--- config.mk ---
export PLATFORM = sky130hd
export DESIGN_NAME = acc_seq_ctrl
export DESIGN_NICKNAME = d
export VERILOG_FILES = /design/src/rtl/acc_pkg.sv /design/src/rtl/acc_seq_timeout.sv /design/src/rtl/acc_seq_ctrl.sv
export SDC_FILE = /design/constraint.sdc
export NUM_CORES = 1
export LEC_CHECK = 0
export BUFFER_PORTS_ARGS = -buffer_cell sky130_fd_sc_hd__buf_4
export CORE_MARGIN = 4
export CORE_UTILIZATION = 40
export DETAILED_ROUTE_END_ITERATION = 8
export PLACE_DENSITY = 0.95
export SYNTH_ARGS = -nofsm -noshare
export SYNTH_HDL_FRONTEND = slang
export SYNTH_SLANG_ARGS = --single-unit
--- constraint.sdc ---
create_clock -name HCLK -period 3.2 [get_ports HCLK]
set_input_delay 0.48 -clock HCLK [delete_from_list [all_inputs] [get_ports HCLK]]
set_output_delay 0.48 -clock HCLK [all_outputs]
set_load 0.03 [all_outputs]
--- src/rtl/acc_pkg.sv ---
// Shared types and default sizing for the matrix accelerator sequencer.
// Optional feature macro: ACC_SEQ_CTRL_PERF_EN (job cycle counter).
package acc_pkg;

   typedef enum logic [2:0] {
      IDLE  = 3'd0,
      LOAD  = 3'd1,
      RUN   = 3'd2,
      DRAIN = 3'd3,
      DONE  = 3'd4
   } acc_seq_state_e;

   localparam int ACC_N_OP_WORDS      = 5;
   localparam int ACC_N_RES_WORDS     = 5;
   localparam int ACC_TIMEOUT_DEFAULT = 255;
   localparam int ACC_ADDR_W          = 3;
   localparam int ACC_CNT_W           = 8;
   localparam int ACC_PERF_W          = 16;

endpackage

--- src/rtl/acc_seq_timeout.sv ---
// Run-phase cycle counter: cleared on datapath start, counts while the
// job stays in RUN, flags the terminal count used as the done timeout.
module acc_seq_timeout #(
   parameter int CNT_W   = 8,
   parameter int TIMEOUT = 255
) (
   input  logic clk,
   input  logic rst,
   input  logic start_i,
   input  logic en_i,
   input  logic clr_i,
   output logic tc_o
);

   logic [CNT_W-1:0] cnt_q;
   logic [CNT_W-1:0] cnt_d;

   // restart at zero on start or clear, otherwise count while enabled
   always_comb begin
      cnt_d = cnt_q;
      if (start_i || clr_i) begin
         cnt_d = '0;
      end else if (en_i) begin
         cnt_d = cnt_q + 1'b1;
      end
   end

   // counter register
   always_ff @(posedge clk or posedge rst) begin
      if (rst) begin
         cnt_q <= '0;
      end else begin
         cnt_q <= cnt_d;
      end
   end

   assign tc_o = (cnt_q == CNT_W'(TIMEOUT));

endmodule

--- src/rtl/acc_seq_ctrl.sv ---
// Job sequencer for the 3x3 byte-matrix accelerator: load operands, start,
// wait for done or timeout, drain results. Optional: ACC_SEQ_CTRL_PERF_EN.
module acc_seq_ctrl
   import acc_pkg::*;
#(
   parameter int N_OP_WORDS  = ACC_N_OP_WORDS,
   parameter int N_RES_WORDS = ACC_N_RES_WORDS,
   parameter int ADDR_W      = ACC_ADDR_W,
   parameter int TIMEOUT     = ACC_TIMEOUT_DEFAULT,
   parameter int CNT_W       = ACC_CNT_W
) (
   input  logic              HCLK,
   input  logic              HRESET,
   input  logic              start_i,
   input  logic              abort_i,
   input  logic              irq_clr_i,
   input  logic              op_valid_i,
   output logic              op_ready_o,
   input  logic [31:0]       op_data_i,
   output logic              wr_en_o,
   output logic [ADDR_W-1:0] wr_addr_o,
   output logic [31:0]       wr_data_o,
   output logic              acc_start_o,
   input  logic              acc_done_i,
   output logic [ADDR_W-1:0] res_rd_addr_o,
   input  logic [31:0]       res_rd_data_i,
   output logic              res_valid_o,
   output logic [31:0]       res_data_o,
   input  logic              res_ready_i,
   output logic              busy_o,
   output logic              done_o,
   output logic              timeout_o,
   output logic              irq_o,
   output logic [15:0]       perf_cycles_o
);

   acc_seq_state_e    state_q;
   acc_seq_state_e    state_d;
   logic [ADDR_W-1:0] load_cnt_q;
   logic [ADDR_W-1:0] load_cnt_d;
   logic [ADDR_W-1:0] res_cnt_q;
   logic [ADDR_W-1:0] res_cnt_d;
   logic              acc_start_q;
   logic              acc_start_d;
   logic              done_q;
   logic              done_d;
   logic              timeout_q;
   logic              timeout_d;
   logic              irq_q;
   logic              irq_d;
   logic              run_tc;
   logic              run_en;
   logic              run_clr;

   // next state, word counters and sticky status
   always_comb begin
      state_d     = state_q;
      load_cnt_d  = load_cnt_q;
      res_cnt_d   = res_cnt_q;
      acc_start_d = 1'b0;
      done_d      = done_q;
      timeout_d   = timeout_q;
      irq_d       = irq_q;
      if (irq_clr_i) begin
         irq_d     = 1'b0;
         done_d    = 1'b0;
         timeout_d = 1'b0;
      end
      unique case (state_q)
         IDLE, DONE: begin
            if (start_i) begin
               state_d   = LOAD;
               done_d    = 1'b0;
               timeout_d = 1'b0;
            end
         end
         LOAD: begin
            if (op_valid_i) begin
               if (load_cnt_q == ADDR_W'(N_OP_WORDS - 1)) begin
                  load_cnt_d  = '0;
                  state_d     = RUN;
                  acc_start_d = 1'b1;
               end else begin
                  load_cnt_d = load_cnt_q + 1'b1;
               end
            end
         end
         RUN: begin
            // a done seen with the start pulse is stale, ignore it
            if (acc_done_i && !acc_start_q) begin
               state_d = DRAIN;
            end else if (run_tc) begin
               state_d   = DONE;
               timeout_d = 1'b1;
               irq_d     = 1'b1;
            end
         end
         DRAIN: begin
            if (res_ready_i) begin
               if (res_cnt_q == ADDR_W'(N_RES_WORDS - 1)) begin
                  res_cnt_d = '0;
                  state_d   = DONE;
                  done_d    = 1'b1;
                  irq_d     = 1'b1;
               end else begin
                  res_cnt_d = res_cnt_q + 1'b1;
               end
            end
         end
         default: begin
            state_d = IDLE;
         end
      endcase
      if (abort_i) begin
         state_d     = IDLE;
         load_cnt_d  = '0;
         res_cnt_d   = '0;
         acc_start_d = 1'b0;
         done_d      = 1'b0;
         timeout_d   = 1'b0;
         irq_d       = 1'b0;
      end
   end

   // FSM and status registers
   always_ff @(posedge HCLK or posedge HRESET) begin
      if (HRESET) begin
         state_q     <= IDLE;
         load_cnt_q  <= '0;
         res_cnt_q   <= '0;
         acc_start_q <= 1'b0;
         done_q      <= 1'b0;
         timeout_q   <= 1'b0;
         irq_q       <= 1'b0;
      end else begin
         state_q     <= state_d;
         load_cnt_q  <= load_cnt_d;
         res_cnt_q   <= res_cnt_d;
         acc_start_q <= acc_start_d;
         done_q      <= done_d;
         timeout_q   <= timeout_d;
         irq_q       <= irq_d;
      end
   end

   assign run_en  = (state_q == RUN) && (state_d == RUN);
   assign run_clr = abort_i || ((state_q == RUN) && (state_d != RUN));

   acc_seq_timeout #(
      .CNT_W   (CNT_W),
      .TIMEOUT (TIMEOUT)
   ) u_timeout (
      .clk     (HCLK),
      .rst     (HRESET),
      .start_i (acc_start_d),
      .en_i    (run_en),
      .clr_i   (run_clr),
      .tc_o    (run_tc)
   );

   assign op_ready_o    = (state_q == LOAD);
   assign wr_en_o       = op_valid_i & op_ready_o;
   assign wr_addr_o     = load_cnt_q + 1'b1;
   assign wr_data_o     = op_ready_o ? op_data_i : 32'd0;
   assign acc_start_o   = acc_start_q;
   assign res_rd_addr_o = res_cnt_q + 1'b1;
   assign res_valid_o   = (state_q == DRAIN);
   assign res_data_o    = res_valid_o ? res_rd_data_i : 32'd0;
   assign busy_o        = (state_q == LOAD) || (state_q == RUN) ||
                          (state_q == DRAIN);
   assign done_o        = done_q;
   assign timeout_o     = timeout_q;
   assign irq_o         = irq_q;

`ifdef ACC_SEQ_CTRL_PERF_EN
   logic [ACC_PERF_W-1:0] perf_q;
   logic [ACC_PERF_W-1:0] perf_d;
   logic                  start_acc;

   assign start_acc = start_i && ((state_q == IDLE) || (state_q == DONE));

   // job cycle count: restart on accept, saturate, hold outside the job
   always_comb begin
      perf_d = perf_q;
      if (abort_i || start_acc) begin
         perf_d = '0;
      end else if (busy_o && (perf_q != {ACC_PERF_W{1'b1}})) begin
         perf_d = perf_q + 1'b1;
      end
   end

   // performance counter register
   always_ff @(posedge HCLK or posedge HRESET) begin
      if (HRESET) begin
         perf_q <= '0;
      end else begin
         perf_q <= perf_d;
      end
   end

   assign perf_cycles_o = perf_q;
`else
   assign perf_cycles_o = 16'd0;
`endif

endmodule

-- Word level (Yosys, flattened, before mapping)
Index checks and enable logic that the tools add are counted.
- bits in registers: 21
- equal/unequal tests: 9
- add/sub/neg operators: 3
- mux-type cells: 44
- bitwise logic cells: 1
- reduce and logical (&&, ||, !) cells: 17
- operators with widths (operator ; number):
    $mux 32 ; 2
    $mux 3 ; 16
    $mux 1 ; 20
    $mux 8 ; 2
    $pmux 3 s4 ; 1
    $reduce_bool 2->1 ; 5
    $eq 3x2->1 const B ; 3
    $eq 3x3->1 const B ; 3
    $add 8x1->8 const B ; 1
    $eq 8x8->1 const B ; 1
    $add 3x1->3 const B ; 2
    $pmux 1 s2 ; 3
    $logic_or 1x1->1 ; 4
    $reduce_and 2->1 ; 2
    $eq 3x1->1 const B ; 1
    $logic_and 1x1->1 ; 3
    $logic_not 3->1 ; 1
    $ne 3x2->1 const B ; 1
    $reduce_or 2->1 ; 1
    $and 1x1->1 ; 1
    $logic_not 1->1 ; 1

-- Logic depth before layout (Yosys ltp)
Gate-level depths: netlist (run 1).
- depth after elaboration: 10
- depth in mapped cells: 6
- depth with buffers taken out: 6

-- By module
From an unflattened synthesis (run 1), not the netlist that was laid out.
- cell total of the unflattened synthesis: 216
- area total of the unflattened synthesis: 1727.9 µm²
- modules (own cells, without submodules) (module ; sequential area each (µm²) ; area each (µm²) ; instances ; cells each):
    acc_seq_ctrl ; 325.3 ; 1330.0 ; 1 ; 174
    acc_seq_timeout ; 200.2 ; 397.9 ; 1 ; 42

-- Worst setup path before layout (run 1)
No wires, ideal clock.
- path kind: register to output
- start point: reg state_q[2]
- end point: out res_data_o[22]
- stages on the path, launching flop included: 6
- data required time: 2.720 ns
- data arrival time: 1.689 ns
- slack: 1.031 ns
- cell sequence: dfrtp_1 -> buf_6 -> and3b_2 -> clkbuf_1 -> clkbuf_1 -> and2_1
- word-level cells in the longest chain between the ends: 2
- RTL lines (what ; line ; RTL):
    from (decl) ; acc_seq_ctrl.sv:37 ; acc_seq_state_e state_q;
    from (signal assigned) ; acc_seq_ctrl.sv:136 ; state_q <= state_d;
    $eq 3x2->1 ; acc_seq_ctrl.sv:167 ; assign res_valid_o = (state_q == DRAIN);
    named net res_valid_o ; acc_seq_ctrl.sv:27 ; output logic res_valid_o,
    $mux 32 ; acc_seq_ctrl.sv:168 ; assign res_data_o = res_valid_o ? res_rd_data_i : 32'd0;
    to (decl) ; acc_seq_ctrl.sv:28 ; output logic [31:0] res_data_o,
The timed path passes the listed nets, and every way through them passes these cells.

-- Worst setup path after layout (run 1)
- start point: reg state_q[2]
- end point: out res_data_o[0]
- word-level cells in the longest chain between the ends: 2
- RTL lines (what ; line):
    $eq 3x2->1 ; acc_seq_ctrl.sv:167
    $mux 32 ; acc_seq_ctrl.sv:168
No other way between the ends.

==> results_dict.tcl, run 1 <==
set metrics [dict create \
    core_um2 4120 \
    grt_remaining_overflow 0 \
    finClkSkew_ns 0.0114 \
    tightest_slew_ns 1.09 \
    numCtsBuffers 3 \
    worstPathMaxFanout 35 \
    boundaryPins 166 \
    timing.max_slew.rel_slack_pct 26.8 \
    first_iter_violations 94 \
    power.static_leakage_nw 1.54 \
    grt_start_max_net_pins 37 \
    commonest_cells_in_the_synthesized_netlist "65 x and2_1, 21 x dfrtp_1, 16 x buf_4" \
    routed-via-count 1991 \
    cts-resized-gates 0 \
    ir_worst_vdd_uv 258 \
    worst_ep_required_time_ns 2.72 \
    synth.ff_latch_count 21 \
    r2r_start "load_cnt_q[0]$_DFFE_PP0P_" \
    finalWorstPathRequiredPeriod_ns 2.19 \
    wl_per_cell_um 15.8 \
    synth_warnings 0 \
    clk_path_buf_depth 2 \
    antenna_violations_before_repair 0 \
    yosysMostFrequentCell "and2_1" \
    yosysUniqueCellTypes 41 \
    pre_cts_slack_ns 1.13 \
    grt_first_pass_wirelength_um 9710 \
    run_status "finished clean" \
    port-buffer-count 149 \
    syn_to_layout_area_delta_pct 64.6 \
    finalSetupTns_ns 0 \
    antenna-diode-count 0 \
    rsz_0062_raised_after_global_routing "no" \
    syn_area_per_cell_um2 8.06 \
    clk_latency_ns 0.27 \
    route.antenna.remaining_nets 0 \
    number_of_buffers_inserted_by_hold_repair_at_cts 0 \
    synth_edf_count 0 \
    number_of_levels_in_the_clock_h_tree 1 \
    share_of_synthesized_flip_flops_with_an_asynchronous_set_or_reset_pct 100 \
    finish.net_count 439 \
    synth.top_cell.area_share_pct 30.0 \
    achievable-frequency_mhz 456 \
    clockRootBuffer "clkbuf_8" \
    routabilityCongestion 0.803 \
    drc_viols 0 \
    setup_viol 0 \
    critPathLaunch "state_q[2]$_DFF_PP0_" \
    first_global_vias 1951 \
    mappedNetlistArea_um2 1750 \
    hold_violations 0 \
    drv_cap 0 \
    fin_ws_ns 1.01 \
    worstSetupStartpointType "flop" \
    synthCells 217 \
    place.detailed.hpwl_um 5360 \
    chipWidth_um 74.1 \
    worst-endpoint-arrival_ns 1.71 \
    tritoncts "yes" \
    cts_setup_buffers 0 \
    drv_slew 0 \
    wl_um 6500 \
    cts.reportedPaths.clkPinSlew_ns 0.08 \
    dr.pass1.iters 5 \
    layout_worst_path_cycle_share_pct 68.5 \
    dieArea_um2 5500 \
    drive_gt1_share_pct 44.9 \
    worstHoldPathType "input pin to asynchronous set/reset pin" \
    yosysSeqAreaShare_pct 30.0 \
    worstRegToRegCells 6 \
    globalRouteTotalUtil_pct 22.3 \
    synth_area_leader_cell "dfrtp_1" \
    power_density_nw_per_um2 239 \
    placement_rows 23 \
    die_height_um 74.1 \
    ys_top_cells_by_area "dfrtp_1 30%, and2_1 23%, buf_4 6.9%" \
    floorplan.initialDensity_pct 42.5 \
    synth_top_flop_cell "dfrtp_1" \
    clock_sink_count 21 \
    kind_of_critical_path "flop to output port" \
    vias_per_cell 4.84 \
    critPathCaptureType "output port" \
]
## final timing paths
kind,end,slack (ns)
setup reg to reg,u_timeout.cnt_q[0]$_DFFE_PP0P_,1.10
setup / recovery,res_data_o[0],1.01
hold reg to reg,u_timeout.cnt_q[0]$_DFFE_PP0P_,0.53
max in group asynchronous,acc_start_o$_DFF_PP0_,2.30
min in group HCLK,timeout_o$_DFF_PP0_,0.42
hold / removal,u_timeout.cnt_q[5]$_DFFE_PP0P_,0.38
## worst max-delay path, cell delays in order (launching register included)
cell and delay, ns:
dfrtp_1 0.47, and3b_2 0.57, and2_1 0.22, buf_4 0.17
## power by group
group / leakage (nW) / internal (mW) / switching, mW
combinational: 1.22 / 0.106 / 0.136
sequential: 0.292 / 0.267 / 0.00245
clock: 0.0255 / 0.0869 / 0.0907
## cells in the final DEF (no fill, tap or decap), types with 2 or more instances in the layout
cell type	Yosys	routed
nor2_1	8	8
ha_1	5	5
a31oi_1	2	2
a221oi_1	3	3
conb_1	1	16
a22oi_1	2	2
inv_1	10	10
a211oi_1	3	3
or3_1	3	3
a21oi_1	10	10
clkbuf_8	0	3
nand3b_1	2	2
buf_4	16	150
or4_1	3	3
dfrtp_1	21	21
nand4_1	2	2
o21ai_1	2	2
xor2_1	2	2
a21o_1	2	2
a21boi_0	2	2
o21ai_0	5	5
nand2_1	11	11
nand2b_1	3	3
nand3_1	7	7
nor3b_1	2	2
and2_1	65	65
or2_2	3	3
## registers in the layout, summed over array words and instances (netlist names)
signal / count
u_timeout.cnt_q: 8
acc_start_o: 1
timeout_o: 1
res_cnt_q: 3
irq_o: 1
load_cnt_q: 3
done_o: 1
state_q: 3
## per-stage QoR
step	std cells	cell area [um^2]	total power, mW	util (%)	hold slack [ns]
6_report	411	2880	0.689	70.0	0.379
4_1_cts	411	2880	0.689	70.0	0.403
3_3_place_gp	407	2830	0.512	68.8	0.497
3_5_place_dp	407	2830	0.516	68.8	0.513
2_1_floorplan	232	1810	0.412	-	0.457
5_1_grt	411	2880	0.717	70.0	0.421
## per-layer routing
| layer | vias to the layer above | wire, um | global-route usage (%) | share of wire [%] |
|---|---|---|---|---|
| met3 | 5 | 258 | 3.11 | 4.0 |
| met2 | 66 | 3690 | 40.1 | 57 |
| met1 | 940 | 2520 | 29.2 | 39 |
| li1 | 980 | - | - | - |
| met5 | - | 0 | 0 | 0 |
| met4 | 0 | 35 | 2.82 | 0.54 |
## cells by family after synthesis
| kind of cell | synth area share (%) |
|---|---|
| xor gates and xnor gates | 1.00 |
| DFF | 30.0 |
| other | 0.214 |
| and+or+nand+nor | 40.8 |
| adders and majority gates | 3.58 |
| buffers and inverters | 11.4 |
| AOI/OAI and AO/OA | 12.9 |
## final cells by class
type	count	area [um^2]
clock buffers	3	41.3
clock inverters	1	5.00
flip-flops and latches	21	526
well taps	50	62.6
repair buffers	150	1130
fillers	325	1240
inverters	10	37.5
multi-input cells	176	1080
(Power assumes the default switching activity.)
==> inputs of run 2 (changes only) <==
- CORE_UTILIZATION: 40 -> 37
- PLACE_DENSITY: 0.95 -> 0.89
- clock period: 3.2 -> 2.2 ns (I/O delays scaled with it)
==> run 2 against run 1 <==
Net effect: critical path depth rose by 2; highest routed layer unchanged; global-route usage shrank 2.0 points; non-clock buffer count grew 2; count of clock-buffer cells in the layout increased by 1; largest power group unchanged; worst setup slack worse by 0.85 ns; flip-flop and latch count unchanged; combinational power up 46%; die area rose by 7.2%; total power is 46% higher; clock skew fell by 0.0075 ns; first-iteration DRC count is 31% higher; critical path type unchanged.
==> results_dict.tcl, run 2 (synthesized netlist as in run 1, its figures left out) <==
set metrics [dict create \
    r2r_start "state_q[2]$_DFF_PP0_" \
    reg2reg_setup_slack_ns 0.29 \
    antenna-diode-count 0 \
    boundaryPins 166 \
    die_height_um 76.8 \
    dr_wl_met2_um 3310 \
    clk_path_buf_depth 2 \
    wl_um 6200 \
    syn_to_layout_area_delta_pct 65.5 \
    layout.core_utilization_pct 64.7 \
    wl_per_cell_um 14.9 \
    worstRegToRegCells 4 \
    first_global_vias 1840 \
    cts.reportedPaths.clkPinSlew_ns 0.08 \
    relative_contribution_of_the_clock_network_to_total_power_pct 26.2 \
    finClkSkew_ns 0.00387 \
    globalRouteTotalUtil_pct 20.3 \
    worstHoldPathType "input pin to asynchronous set/reset pin" \
    tightest_slew_ns 0.802 \
    worstSetupStartpointType "flop" \
    power.sequential.fraction_pct 38.9 \
    number_of_buffers_inserted_by_hold_repair_at_cts 0 \
    dieArea_um2 5890 \
    worst-endpoint-arrival_ns 1.71 \
    place.detailed.hpwl_um 5040 \
    grt_start_max_net_pins 37 \
    drc_viols 0 \
    chipWidth_um 76.8 \
    route.antenna.remaining_nets 0 \
    combinationalPowerShare_pct 35.0 \
    worst_r2r_endpoint "u_timeout.cnt_q[7]$_DFFE_PP0P_" \
    routed-via-count 1950 \
    floorplan.initialDensity_pct 39.1 \
    run_status "finished clean" \
    timing.hold.ws_ns 0.212 \
    largest-register "u_timeout.cnt_q" \
    placement_rows 24 \
    routabilityCongestion 0.893 \
    ir_worst_vdd_uv 401 \
    critPathCaptureType "output port" \
    cts-resized-gates 0 \
    tritoncts "yes" \
    setup.worst_path.end "wr_en_o" \
    net_switching_component_of_the_power_mw 0.336 \
    layout_worst_path_cycle_share_pct 92.8 \
    clock_sink_count 21 \
    power.static_leakage_nw 1.55 \
    mostFrequentLayoutCells "152 x buf_4, 65 x and2_1, 21 x dfrtp_1" \
    finalWorstPathRequiredPeriod_ns 2.04 \
    rsz_0062_raised_after_global_routing "no" \
    cts_setup_buffers 0 \
    finish.net_count 441 \
    setup_viol 0 \
    antenna_violations_before_repair 0 \
    critPathLaunch "state_q[2]$_DFF_PP0_" \
    finalSetupTns_ns 0 \
    clk_latency_ns 0.27 \
    vias_per_cell 4.70 \
    clockRootBuffer "clkbuf_8" \
    drive_gt1_share_pct 44.9 \
    kind_of_critical_path "flop to output port" \
    port-buffer-count 149 \
    largest_register_ff_count 8 \
    p_int_mw 0.673 \
    core_um2 4470 \
    hold_violations 0 \
    layout.cells.most_common "buf_4" \
    grt_remaining_overflow 0 \
    drv_cap 0 \
    number_of_levels_in_the_clock_h_tree 1 \
    wl_met3_um 220 \
    route.top_layer_used "met4" \
    dr.pass1.iters 4 \
    drv_slew 0 \
    timing.max_slew.rel_slack_pct 46.5 \
    numCtsBuffers 3 \
    switching_share_pct 33.3 \
    worstPathMaxFanout 36 \
    first_iter_violations 123 \
    detail_route.wirelength.met1_um 2610 \
    achievable-frequency_mhz 490 \
    worst_ep_required_time_ns 1.87 \
    power_density_nw_per_um2 348 \
    grt_first_pass_wirelength_um 9690 \
]
## run 2: changes by cell type in the layout (fill, tap and decap cells not counted)
cell      previous run  this run
clkinv_2             1         0
clkbuf_1             0         1
buf_4              150       152
## run 2: metrics by stage
stage / area, um^2 / cells / setup WS, ns / power, mW
2_1_floorplan: 1810 / 232 / 0.181 / 0.600
3_3_place_gp: 2850 / 411 / 0.327 / 0.747
3_5_place_dp: 2850 / 411 / 0.301 / 0.751
4_1_cts: 2900 / 415 / 0.161 / 1.02
5_1_grt: 2900 / 415 / 0.0294 / 1.06
6_report: 2900 / 415 / 0.159 / 1.01
## run 2: per-layer routing
layer | track usage (%) | vias up
met3 | 2.69 | 5
li1 | - | 991
met2 | 34.3 | 45
met4 | 5.25 | 0
met5 | 0 | -
met1 | 27.1 | 909
## run 2: worst min path at each step
stage | start | end | slack, ns | cells past startpoint
finish | HRESET | load_cnt_q[1]$_DFFE_PP0P_ | 0.21 | 2
CTS | HRESET | u_timeout.cnt_q[7]$_DFFE_PP0P_ | 0.24 | 2
global route | start_i | timeout_o$_DFF_PP0_ | 0.26 | 2
global placement | u_timeout.cnt_q[6]$_DFFE_PP0P_ | u_timeout.cnt_q[6]$_DFFE_PP0P_ | 0.50 | 1
floorplan | HRESET | acc_start_o$_DFF_PP0_ | 0.31 | 1
detailed placement | u_timeout.cnt_q[6]$_DFFE_PP0P_ | u_timeout.cnt_q[6]$_DFFE_PP0P_ | 0.51 | 1
## run 2: power groups by stage
| stage | Clock, mW | Sequential (mW) | Combinational (mW) |
|---|---|---|---|
| 2_1_floorplan | 0 | 0.399 | 0.201 |
| 3_3_place_gp | 0 | 0.399 | 0.348 |
| 3_5_place_dp | 0 | 0.400 | 0.351 |
| 4_1_cts | 0.271 | 0.392 | 0.353 |
| 5_1_grt | 0.291 | 0.393 | 0.376 |
| 6_report | 0.264 | 0.392 | 0.353 |
## run 2: worst max-delay path, stage by stage (launching register included)
cell     delay, ns
dfrtp_1       0.46
nor3b_2       0.18
buf_4         0.30
nand2_1       0.17
inv_1         0.15
buf_4         0.18
## run 2: cell type report
cell class / instances / area, um^2
Clock buffer: 4 / 45.0
Fill cell: 377 / 1580
Inverter: 10 / 37.5
Multi-Input combinational cell: 176 / 1080
Sequential cell: 21 / 526
Tap cell: 52 / 65.1
Timing Repair Buffer: 152 / 1140
==> inputs of run 3 (changes only) <==
- ABC_AREA: not set -> 1
- CORE_UTILIZATION: 37 -> 39
- PLACE_DENSITY: 0.89 -> 0.9
==> run 3 against run 2 <==
Net effect: area after synthesis increased by 11%; die area is 4.8% higher; first-iteration DRC count decreased by 54%; highest routed layer unchanged.
==> results_dict.tcl, run 3 <==
set metrics [dict create \
    area_of_all_placed_cells_without_fillers_um2 3080 \
    first_iter_violations 56 \
    tightest_slew_ns 0.795 \
    finalSetupTns_ns 0 \
    r2r_start "load_cnt_q[0]$_DFFE_PP0P_" \
    worst_ep_required_time_ns 1.87 \
    vias_per_cell 4.31 \
    synth_warnings 0 \
    ys_top_cells_by_area "dfrtp_1 27%, inv_1 17%, nor2_1 15%" \
    cpLargestDelayFamily "flip-flops" \
    share_of_synthesized_flip_flops_with_an_asynchronous_set_or_reset_pct 100 \
    drive_gt1_share_pct 39.3 \
    core_um2 4790 \
    number_of_levels_in_the_clock_h_tree 1 \
    yosysMostFrequentCell "inv_1" \
    critPathCaptureType "output port" \
    antenna_violations_before_repair 0 \
    worst-endpoint-arrival_ns 1.65 \
    yosysUniqueCellTypes 34 \
    synthCells 310 \
    rsz_0062_raised_after_global_routing "no" \
    worstPathMaxFanout 32 \
    setup_viol 0 \
    cts-resized-gates 0 \
    routed-via-count 2249 \
    boundaryPins 166 \
    numCtsBuffers 3 \
    ir_worst_vdd_uv 297 \
    clock_sink_count 21 \
    port-buffer-count 149 \
    largest-register "u_timeout.cnt_q" \
    grt_first_pass_wirelength_um 9360 \
    power.static_leakage_nw 1.98 \
    finish.net_count 533 \
    layout_worst_path_cycle_share_pct 89.9 \
    wl_um 6240 \
    die_height_um 78.6 \
    power_density_nw_per_um2 347 \
    pre_cts_slack_ns 0.529 \
    cts_setup_buffers 0 \
    worstHoldPathType "input pin to asynchronous set/reset pin" \
    mappedNetlistArea_um2 1940 \
    achievable-frequency_mhz 506 \
    syn_area_per_cell_um2 6.26 \
    clockRootBuffer "clkbuf_8" \
    clk_path_buf_depth 2 \
    grt_remaining_overflow 0 \
    cts.reportedPaths.clkPinSlew_ns 0.07 \
    max_stage_delay_ns 0.48 \
    placed_cell_area_um2 3030 \
    synth.ff_latch_count 21 \
    crit_top_cell "buf_4" \
    finClkSkew_ns 0.00313 \
    dieArea_um2 6170 \
    worstSetupStartpointType "flop" \
    p_total_mw 1.07 \
    routabilityCongestion 0.833 \
    drv_cap 0 \
    fin_ws_ns 0.222 \
    number_of_buffers_inserted_by_hold_repair_at_cts 0 \
    hold_violations 0 \
    finalWorstPathRequiredPeriod_ns 1.98 \
    cp_num_buf_inv 2 \
    synth_area_leader_cell "dfrtp_1" \
    mostFrequentLayoutCells "151 x buf_4, 87 x inv_1, 79 x nor2_1" \
    largest_register_ff_count 8 \
    critPathLaunch "state_q[1]$_DFF_PP0_" \
    floorplan.initialDensity_pct 40.6 \
    wl_per_cell_um 11.9 \
    drv_slew 0 \
    antenna-diode-count 0 \
    drc_viols 0 \
    commonest_cells_in_the_synthesized_netlist "87 x inv_1, 79 x nor2_1, 32 x nand2_1" \
    globalRouteTotalUtil_pct 18.6 \
    yosysSeqAreaShare_pct 27.1 \
    tritoncts "yes" \
    timing.max_slew.rel_slack_pct 47.0 \
    path_cells "nand3b_2 > buf_4 > nor2_1 > buf_4" \
    first_global_vias 2062 \
    synth_top_flop_cell "dfrtp_1" \
    synth.top_cell.area_share_pct 27.1 \
    placement_rows 25 \
    cpMaxStageDelayCell "dfrtp_1" \
    place.detailed.hpwl_um 5280 \
    kind_of_critical_path "flop to output port" \
    post-place-cells 518 \
    layout.cells.most_common "buf_4" \
    synth_edf_count 0 \
    dr.pass1.iters 4 \
    post_layout_nonfiller_instances 522 \
    clk_latency_ns 0.26 \
    run_status "finished clean" \
    grt_start_max_net_pins 36 \
    syn_to_layout_area_delta_pct 58.6 \
    chipWidth_um 78.6 \
    route.antenna.remaining_nets 0 \
]
[run 3: cell types whose count changed in the layout (fill, tap and decap cells not counted), moves of 4 or more]
cell	delta
inv_1	+77
nor2_1	+71
and2_1	-65
nand2_1	+21
a21oi_1	-7
a21oi_2	+6
nand3_2	+5
inv_2	+4
[run 3: power breakdown]
group          internal [mW]  switching (mW)
registers              0.391         0.00646
clock network          0.129           0.126
logic                  0.166           0.250
[run 3: cell families (layout without fill, tap and decap cells)]
| family | after synthesis | count (layout) | synth area share [%] |
|---|---|---|---|
| buffers and inverters | 116 | 246 | 26.9 |
| AND/OR/NAND/NOR | 137 | 137 | 32.0 |
| multiplexers | 1 | 1 | 0.515 |
| adder cells (fa/ha/maj) | 5 | 5 | 3.22 |
| XOR/XNOR | 2 | 2 | 0.902 |
| flip-flops | 21 | 21 | 27.1 |
| other | 1 | 16 | 0.193 |
| AO/OA/AOI/OAI | 27 | 27 | 9.21 |
[run 3: cell type report]
cell class	instances	area, um^2
Timing Repair Buffer	151	1130
Inverter	91	342
Clock buffer	4	45.0
Fill cell	438	1710
Multi-Input combinational cell	188	950
Sequential cell	21	526
Tap cell	67	83.8
[run 3: through the flow]
step / hold WS, ns / utilization [%]
after floorplan: 0.307 / -
after global placement: 0.490 / 63.4
after detailed placement: 0.501 / 63.4
after CTS: 0.244 / 64.3
after global routing: 0.259 / 64.3
final: 0.218 / 64.3
[run 3: worst paths after layout]
kind | endpoint | slack [ns] | cells after the start
hold reg to reg | res_cnt_q[0]$_DFFE_PP0P_ | 0.51 | 1
max in group asynchronous | res_cnt_q[2]$_DFFE_PP0P_ | 1.49 | 2
min in group HCLK | state_q[1]$_DFF_PP0_ | 0.26 | 2
hold / removal | u_timeout.cnt_q[4]$_DFFE_PP0P_ | 0.22 | 2
setup reg to reg | u_timeout.cnt_q[2]$_DFFE_PP0P_ | 0.52 | 9
setup / recovery | wr_data_o[20] | 0.22 | 4
[run 3: routing by layer]
metal,share of wire [%],routed length [um],track usage (%)
met5,0,0,0
met4,1.2,76,5.07
met3,7.6,476,4.36
met2,54,3360,34.5
met1,37,2320,21.2
